--- config.mk ---
export PLATFORM = sky130hd
export DESIGN_NAME = memory_arbiter
export DESIGN_NICKNAME = d
export VERILOG_FILES = /design/src/rtl/cpu_types_pkg.sv /design/src/rtl/memory_arbiter.sv
export SDC_FILE = /design/constraint.sdc
export NUM_CORES = 1
export LEC_CHECK = 0
export BUFFER_PORTS_ARGS = -buffer_cell sky130_fd_sc_hd__buf_2
export CAP_MARGIN = 5
export CORE_AREA = 2 2 105 107
export CTS_BUF_LIST = sky130_fd_sc_hd__clkbuf_8
export DETAILED_ROUTE_END_ITERATION = 8
export DIE_AREA = 0 0 107 109
export PLACE_DENSITY_LB_ADDON = 0.05
export SETUP_SLACK_MARGIN = 0.02
export SYNTH_ARGS = -nofsm -noshare
export SYNTH_HDL_FRONTEND = slang
export SYNTH_SLANG_ARGS = --single-unit
--- constraint.sdc ---
create_clock -name CLK -period 5.1 [get_ports CLK]
set_clock_uncertainty 0.15 [all_clocks]
set_input_delay 1.275 -clock CLK [delete_from_list [all_inputs] [get_ports CLK]]
set_output_delay 1.275 -clock CLK [all_outputs]
set_load 0.03 [all_outputs]
--- src/rtl/cpu_types_pkg.sv ---
// cpu_types_pkg: shared word, RAM handshake and arbiter state types.
package cpu_types_pkg;
    typedef logic [31:0] word_t;
    typedef enum logic [1:0] {FREE, BUSY, ACCESS, ERROR} ramstate_t;
    typedef enum logic [1:0] {ARB_IDLE, ARB_IGRANT, ARB_DGRANT} arbstate_t;
endpackage

--- src/rtl/memory_arbiter.sv ---
// memory_arbiter: shares one RAM port between fetch and data with data priority and fetch anti-starvation.
// Define MEM_ARB_LLSC_EN to enable LL/SC link tracking; otherwise datomic is ignored.
module memory_arbiter
    import cpu_types_pkg::*;
#(
    parameter int STARVE_LIMIT = 4,
    parameter int CNT_W        = 3
) (
    input  logic      CLK,
    input  logic      RST,
    input  logic      iREN,
    input  word_t     iaddr,
    output logic      iwait,
    output word_t     iload,
    input  logic      dREN,
    input  logic      dWEN,
    input  logic      datomic,
    input  word_t     daddr,
    input  word_t     dstore,
    output logic      dwait,
    output word_t     dload,
    output logic      ramREN,
    output logic      ramWEN,
    output word_t     ramaddr,
    output word_t     ramstore,
    input  word_t     ramload,
    input  ramstate_t ramstate
);
    arbstate_t state, next;
    logic [CNT_W-1:0] starve_cnt;
    logic d_req, force_i, ram_done, d_done, ll_op, sc_op, sc_ok, sc_fail;

`ifdef MEM_ARB_LLSC_EN
    localparam bit LLSC = 1'b1;
    logic  link_valid;
    word_t link_addr;
    assign sc_ok = link_valid && link_addr == daddr;
    always_ff @(posedge CLK) begin
        if (RST) begin
            link_valid <= 1'b0;
            link_addr  <= '0;
        end else if (d_done) begin
            if (ll_op) begin
                link_addr  <= daddr;
                link_valid <= 1'b1;
            end else if (sc_op || (dWEN && daddr == link_addr)) begin
                link_valid <= 1'b0;
            end
        end
    end
`else
    localparam bit LLSC = 1'b0;
    assign sc_ok = 1'b0;
`endif

    assign d_req    = dREN | dWEN;
    assign ll_op    = dREN && datomic;
    assign sc_op    = dWEN && datomic;
    assign sc_fail  = LLSC && sc_op && !sc_ok;
    assign ram_done = ramstate == ACCESS || ramstate == ERROR;
    // At the limit a pending fetch wins one arbitration even against data.
    assign force_i  = iREN && STARVE_LIMIT != 0 && starve_cnt == CNT_W'(STARVE_LIMIT);

    always_ff @(posedge CLK) begin
        if (RST) begin
            state      <= ARB_IDLE;
            starve_cnt <= '0;
        end else begin
            state <= next;
            if (state == ARB_IDLE && next == ARB_DGRANT && iREN && starve_cnt < CNT_W'(STARVE_LIMIT))
                starve_cnt <= starve_cnt + 1'b1;
            else if (state == ARB_IDLE && next == ARB_IGRANT)
                starve_cnt <= '0;
        end
    end

    always_comb begin
        next     = state;
        ramREN   = 1'b0;
        ramWEN   = 1'b0;
        ramaddr  = '0;
        ramstore = '0;
        iwait    = 1'b1;
        dwait    = 1'b1;
        iload    = '0;
        dload    = '0;
        d_done   = 1'b0;
        unique case (state)
            ARB_IDLE: next = (d_req && !force_i) ? ARB_DGRANT : iREN ? ARB_IGRANT : ARB_IDLE;
            ARB_IGRANT: begin
                if (!iREN) begin
                    next = ARB_IDLE;
                end else begin
                    ramREN  = 1'b1;
                    ramaddr = iaddr;
                    if (ram_done) begin
                        iwait = 1'b0;
                        iload = ramstate == ACCESS ? ramload : '0;
                        next  = ARB_IDLE;
                    end
                end
            end
            ARB_DGRANT: begin
                if (!d_req) begin
                    next = ARB_IDLE;
                end else if (sc_fail) begin
                    dwait  = 1'b0;
                    d_done = 1'b1;
                    next   = ARB_IDLE;
                end else begin
                    ramREN   = dREN;
                    ramWEN   = dWEN;
                    ramaddr  = daddr;
                    ramstore = dstore;
                    if (ram_done) begin
                        dwait  = 1'b0;
                        d_done = 1'b1;
                        next   = ARB_IDLE;
                        dload  = dREN ? (ramstate == ACCESS ? ramload : '0)
                                      : {31'b0, LLSC && sc_op && ramstate == ACCESS};
                    end
                end
            end
            default: next = ARB_IDLE;
        endcase
    end
endmodule

# Word level (Yosys, flattened, before mapping)
# Cells that the tools add are included.
dict set report totals {
  wordCells 53
  in_bits 136
  n_memories 0
  output_inout_bits 132
  ramBits 0
  mem_bits_ro 0
  latch_bits 0
  regBits 5
}
dict set report classes {
  mux 31
  bitwise_logic 1
  eq_ne 7
  div 0
  addsub 1
  magnitude_cmp 1
  shifts 0
  n_reduce_logical 10
  mul 0
}
# cell count
set op_table {}
lappend op_table {{$mux W32} 12}
lappend op_table {{$pmux W32 S2} 1}
lappend op_table {{$mux W1} 10}
lappend op_table {{$eq A2 B2 Y1 const B} 4}
lappend op_table {{$mux W2} 4}
lappend op_table {{$logic_and A1 B1 Y1} 6}
lappend op_table {{$mux W3} 2}
lappend op_table {{$pmux W2 S3} 1}
lappend op_table {{$eq A2 B1 Y1 const B} 2}
lappend op_table {{$add A3 B1 Y3 const B} 1}
lappend op_table {{$eq A3 B3 Y1 const B} 1}
lappend op_table {{$lt A3 B3 Y1 const B} 1}
lappend op_table {{$logic_not A2 Y1} 1}
lappend op_table {{$pmux W1 S2} 1}
lappend op_table {{$reduce_bool A2 Y1} 1}
lappend op_table {{$logic_not A1 Y1} 1}
lappend op_table {{$logic_or A1 B1 Y1} 1}
lappend op_table {{$or A1 B1 Y1} 1}

# Logic depth before layout (Yosys ltp)
dict set report depth {
  word_depth 11
  depth_mapped 7
  mapped_depth_nobuf 6
}

# Least setup slack after synthesis
# No wires, ideal clock.
dict set report synth_timing {
  path_type {input to output}
  from {input dREN}
  to {output ramaddr[12]}
  path_buffers 2
  cell_stages 5
  arrival_ns 2.282
  slack_ns 1.393
  t_required_ns 3.675
  path_cell_list {o21a_1 -> buf_4 -> buf_2 -> a22oi_1 -> nor2b_1}
}
dict set report synth_via {
  elab_chain_len 3
}
# element line_no
set synth_lines {}
lappend synth_lines {{from (decl)} memory_arbiter.sv:15} ;# input logic dREN,
lappend synth_lines {{$or A1 B1 Y1} memory_arbiter.sv:56} ;# assign d_req = dREN | dWEN;
lappend synth_lines {{$mux W32} memory_arbiter.sv:104} ;# if (!d_req) begin
lappend synth_lines {{$pmux W32 S2} memory_arbiter.sv:88} ;# unique case (state)
lappend synth_lines {{to (decl)} memory_arbiter.sv:24} ;# output word_t ramaddr,
# No other way between the ends.

# Final worst setup path
dict set report layout_timing {
  from {input dREN}
  to {output ramaddr[20]}
}
# Same word-level chain as after synthesis.

==> impl_metrics.csv <==
group,metric,value,unit
cts,numCtsBuffers,3,
power_and_ir_drop,p_leak,1.83,nW
cts,cts.root.buffer_cell,"clkbuf_8",
drt,drt_iter0_markers,64,
timing,rsz0062_at_grt,"no",
place,dpl.hpwl,6500,um
critical_path,slowest_stage,"o21a_2",
critical_path,path_max_fanout,33,
floorplan,std_cell_rows,38,
critical_path,crit_path_frequent_cell,"buf_2",
power_and_ir_drop,power.internal,0.184,mW
place,place.gp.congestion,0.758,
hold_path,hold_path.class,"register to register",
floorplan,die_height,109,um
drt,vias,2561,
global_routing,track_usage,11.6,%
timing,tightest_slew,894,ps
power_and_ir_drop,pwr-share-clk,21.9,%
floorplan,die-area,11700,sq um
global_routing,grt_first_pass_wirelength,10900,um
drt,routed_wl,7600,um
critical_path,critPathMaxStageDelay,520,ps
timing,drv_slew,0,
power_and_ir_drop,switching_share,44.1,%
global_routing,grt_overflow,0,
cts,cts_tree,"yes",
finish,n_antenna_cell,0,
synthesis,syn_inst,234,
cts,cts_hold_buffers,0,
power_and_ir_drop,peakVddDrop,46.1,uV
timing,setup_viol,0,
finish,fin_nets,632,
cts,clock_latency,220,ps
finish,drive_above_1_share,56.6,%
critical_path,path_cells,"buf_2, o21a_2, buf_4, a22oi_1, nor2b_1, buf_2",
outcome,outcome,"finished, final reports clean",
power_and_ir_drop,switchingPower,0.145,mW
cts,cts_buffer_depth,2,
drt,antenna_left,0,
floorplan,io_pins,268,
place,place_area,3030,sq um
timing,fin_crit_sh,79.0,%
flow_run,cap_violations,0,
timing,fmax,0.248,GHz
synthesis,synth_seq_cells,5,
cts,cts.clk_slew.worst_paths,30,ps
cts,cts_sinks,5,
cts,htree_levels,1,
finish,layout_commonest_cell,"buf_2",
finish,area_growth,96.8,%
drt,detail_route.first_pass.iterations,4,
timing,finalHoldViolCount,0,
critical_path,cp-end-kind,"output port",
floorplan,start_util,14.8,%
global_routing,grt_max_degree,35,
synthesis,syn_area_per_cell,6.68,sq um
synthesis,synth_warnings,0,
power_and_ir_drop,powerDensity,107,nW/um^2
cts,post-cts-setup-buffers,0,
global_routing,antenna_found_initial,2,
synthesis,ys_seq_area_share,6.40,%
finish,mostFrequentLayoutCells,"266 x buf_2, 98 x and2_1, 36 x nor2b_1",
drt,drc,0,
floorplan,core-area,10600,sq um
finish,final_cell_area,3080,sq um
timing,min_period,4030,ps
synthesis,synth_fp_nets,376,
power_and_ir_drop,power_frac_comb,64.6,%
floorplan,fp.dieW,107,um
place,io_buffer_count,266,
critical_path,critPathKind,"input pin to output port",
critical_path,arrival,2600,ps
synthesis,synth_cell_type_count,28,
timing,slew_headroom,40.4,%
power_and_ir_drop,p_seq_share,13.5,%
drt,wl_per_cell,12.1,um
drt,avgViaCountPerCell,4.07,
critical_path,worst_ep_required_time,3670,ps
synthesis,syn_area,1560,sq um
global_routing,grt_pass1_vias,2259,
critical_path,setup.worst_path.start_class,"input pin",
timing,tns,0,ps
cts,ctsResizeCount,0,
power groups by stage:
stage	Clock, mW	Combinational (mW)	Sequential (mW)
5_1_grt	0.0756	0.232	0.0447
3_3_place_gp	0	0.215	0.0448
2_1_floorplan	0	0.121	0.0441
4_1_cts	0.0737	0.216	0.0444
3_5_place_dp	0	0.215	0.0449
6_report	0.0719	0.212	0.0444
area by class of cell:
type | count | area, sq um
fillers | 1222 | 7520
repair buffers | 271 | 1380
multi-input cells | 205 | 1360
well taps | 140 | 175
flip-flops and latches | 5 | 100
clock buffers | 3 | 41.3
inverters | 4 | 15.0
clock inverters | 1 | 3.75
metal layers:
metal	share of wire, %	up-vias	global-route usage [%]
met5	0.17	-	0
met2	54	160	23.9
li1	-	1290	-
met4	0.20	2	2.97
met1	33	1105	11.0
met3	12	4	3.59
path summary, 6_finish.rpt:
| check | start | endpoint | slack, ps | cells after the start |
|---|---|---|---|---|
| setup / recovery | dREN | ramaddr[20] | 1070 | 6 |
| hold / removal | starve_cnt[2] | starve_cnt[2] | 370 | 2 |
| setup reg to reg | state[1] | starve_cnt[0] | 2820 | 6 |
| hold reg to reg | starve_cnt[2] | starve_cnt[2] | 370 | 2 |
critical path, delay by kind of cell:
| kind | cells | cell delay (ps) |
|---|---|---|
| and+or+nand+nor | 1 | 130 |
| AOI/OAI and AO/OA | 2 | 600 |
| buffers and inverters | 3 | 600 |
registers in the layout, indices dropped and copies added, names as in the netlist:
register,flops
starve_cnt,3
state,2
logic make-up (layout without fill, tap and decap cells):
| group | after synthesis | count (layout) | synth area share (%) |
|---|---|---|---|
| simple gates | 152 | 152 | 59.4 |
| buf+inv | 24 | 279 | 6.64 |
| compound gates | 47 | 47 | 22.7 |
| fa+ha+maj | 6 | 6 | 4.80 |
| flops | 5 | 5 | 6.40 |
synthesized netlist by cell type:
| cell | n | area share (%) |
|---|---|---|
| and2_1 | 98 | 39 |
| nor2b_1 | 36 | 14 |
| a22oi_1 | 33 | 16 |
| clkbuf_1 | 11 | 2.6 |
| buf_2 | 8 | 2.6 |
| ha_1 | 6 | 4.8 |
| nor2_1 | 6 | 1.4 |
| dfxtp_1 | 5 | 6.4 |
| inv_1 | 4 | 0.96 |
| nand2_1 | 4 | 0.96 |
| nand2b_1 | 3 | 1.2 |
| o2bb2ai_1 | 3 | 1.7 |
| o21ai_0 | 2 | 0.64 |
| a211oi_1 | 1 | 0.48 |
| a21boi_0 | 1 | 0.48 |
| a21boi_1 | 1 | 0.48 |
| a21oi_1 | 1 | 0.32 |
| a221oi_2 | 1 | 0.96 |
| and3_1 | 1 | 0.40 |
| buf_4 | 1 | 0.48 |
| nand3_1 | 1 | 0.32 |
| nand4bb_1 | 1 | 0.72 |
| nor3_1 | 1 | 0.32 |
| o21a_1 | 1 | 0.48 |
| o21ai_1 | 1 | 0.32 |
| o21ai_2 | 1 | 0.56 |
| o31ai_1 | 1 | 0.48 |
| or4_1 | 1 | 0.48 |
metrics by stage:
step	cells	setup WS, ps	util, %	power [mW]	hold slack, ps
final	629	1070	29.0	0.328	367
after global routing	629	883	29.0	0.352	391
after CTS	629	1010	29.0	0.334	369
after detailed placement	625	1010	28.6	0.260	362
after global placement	625	1030	28.6	0.259	356
after floorplan	234	1390	-	0.165	322
Note: power is estimated with default switching activity, not from simulation.
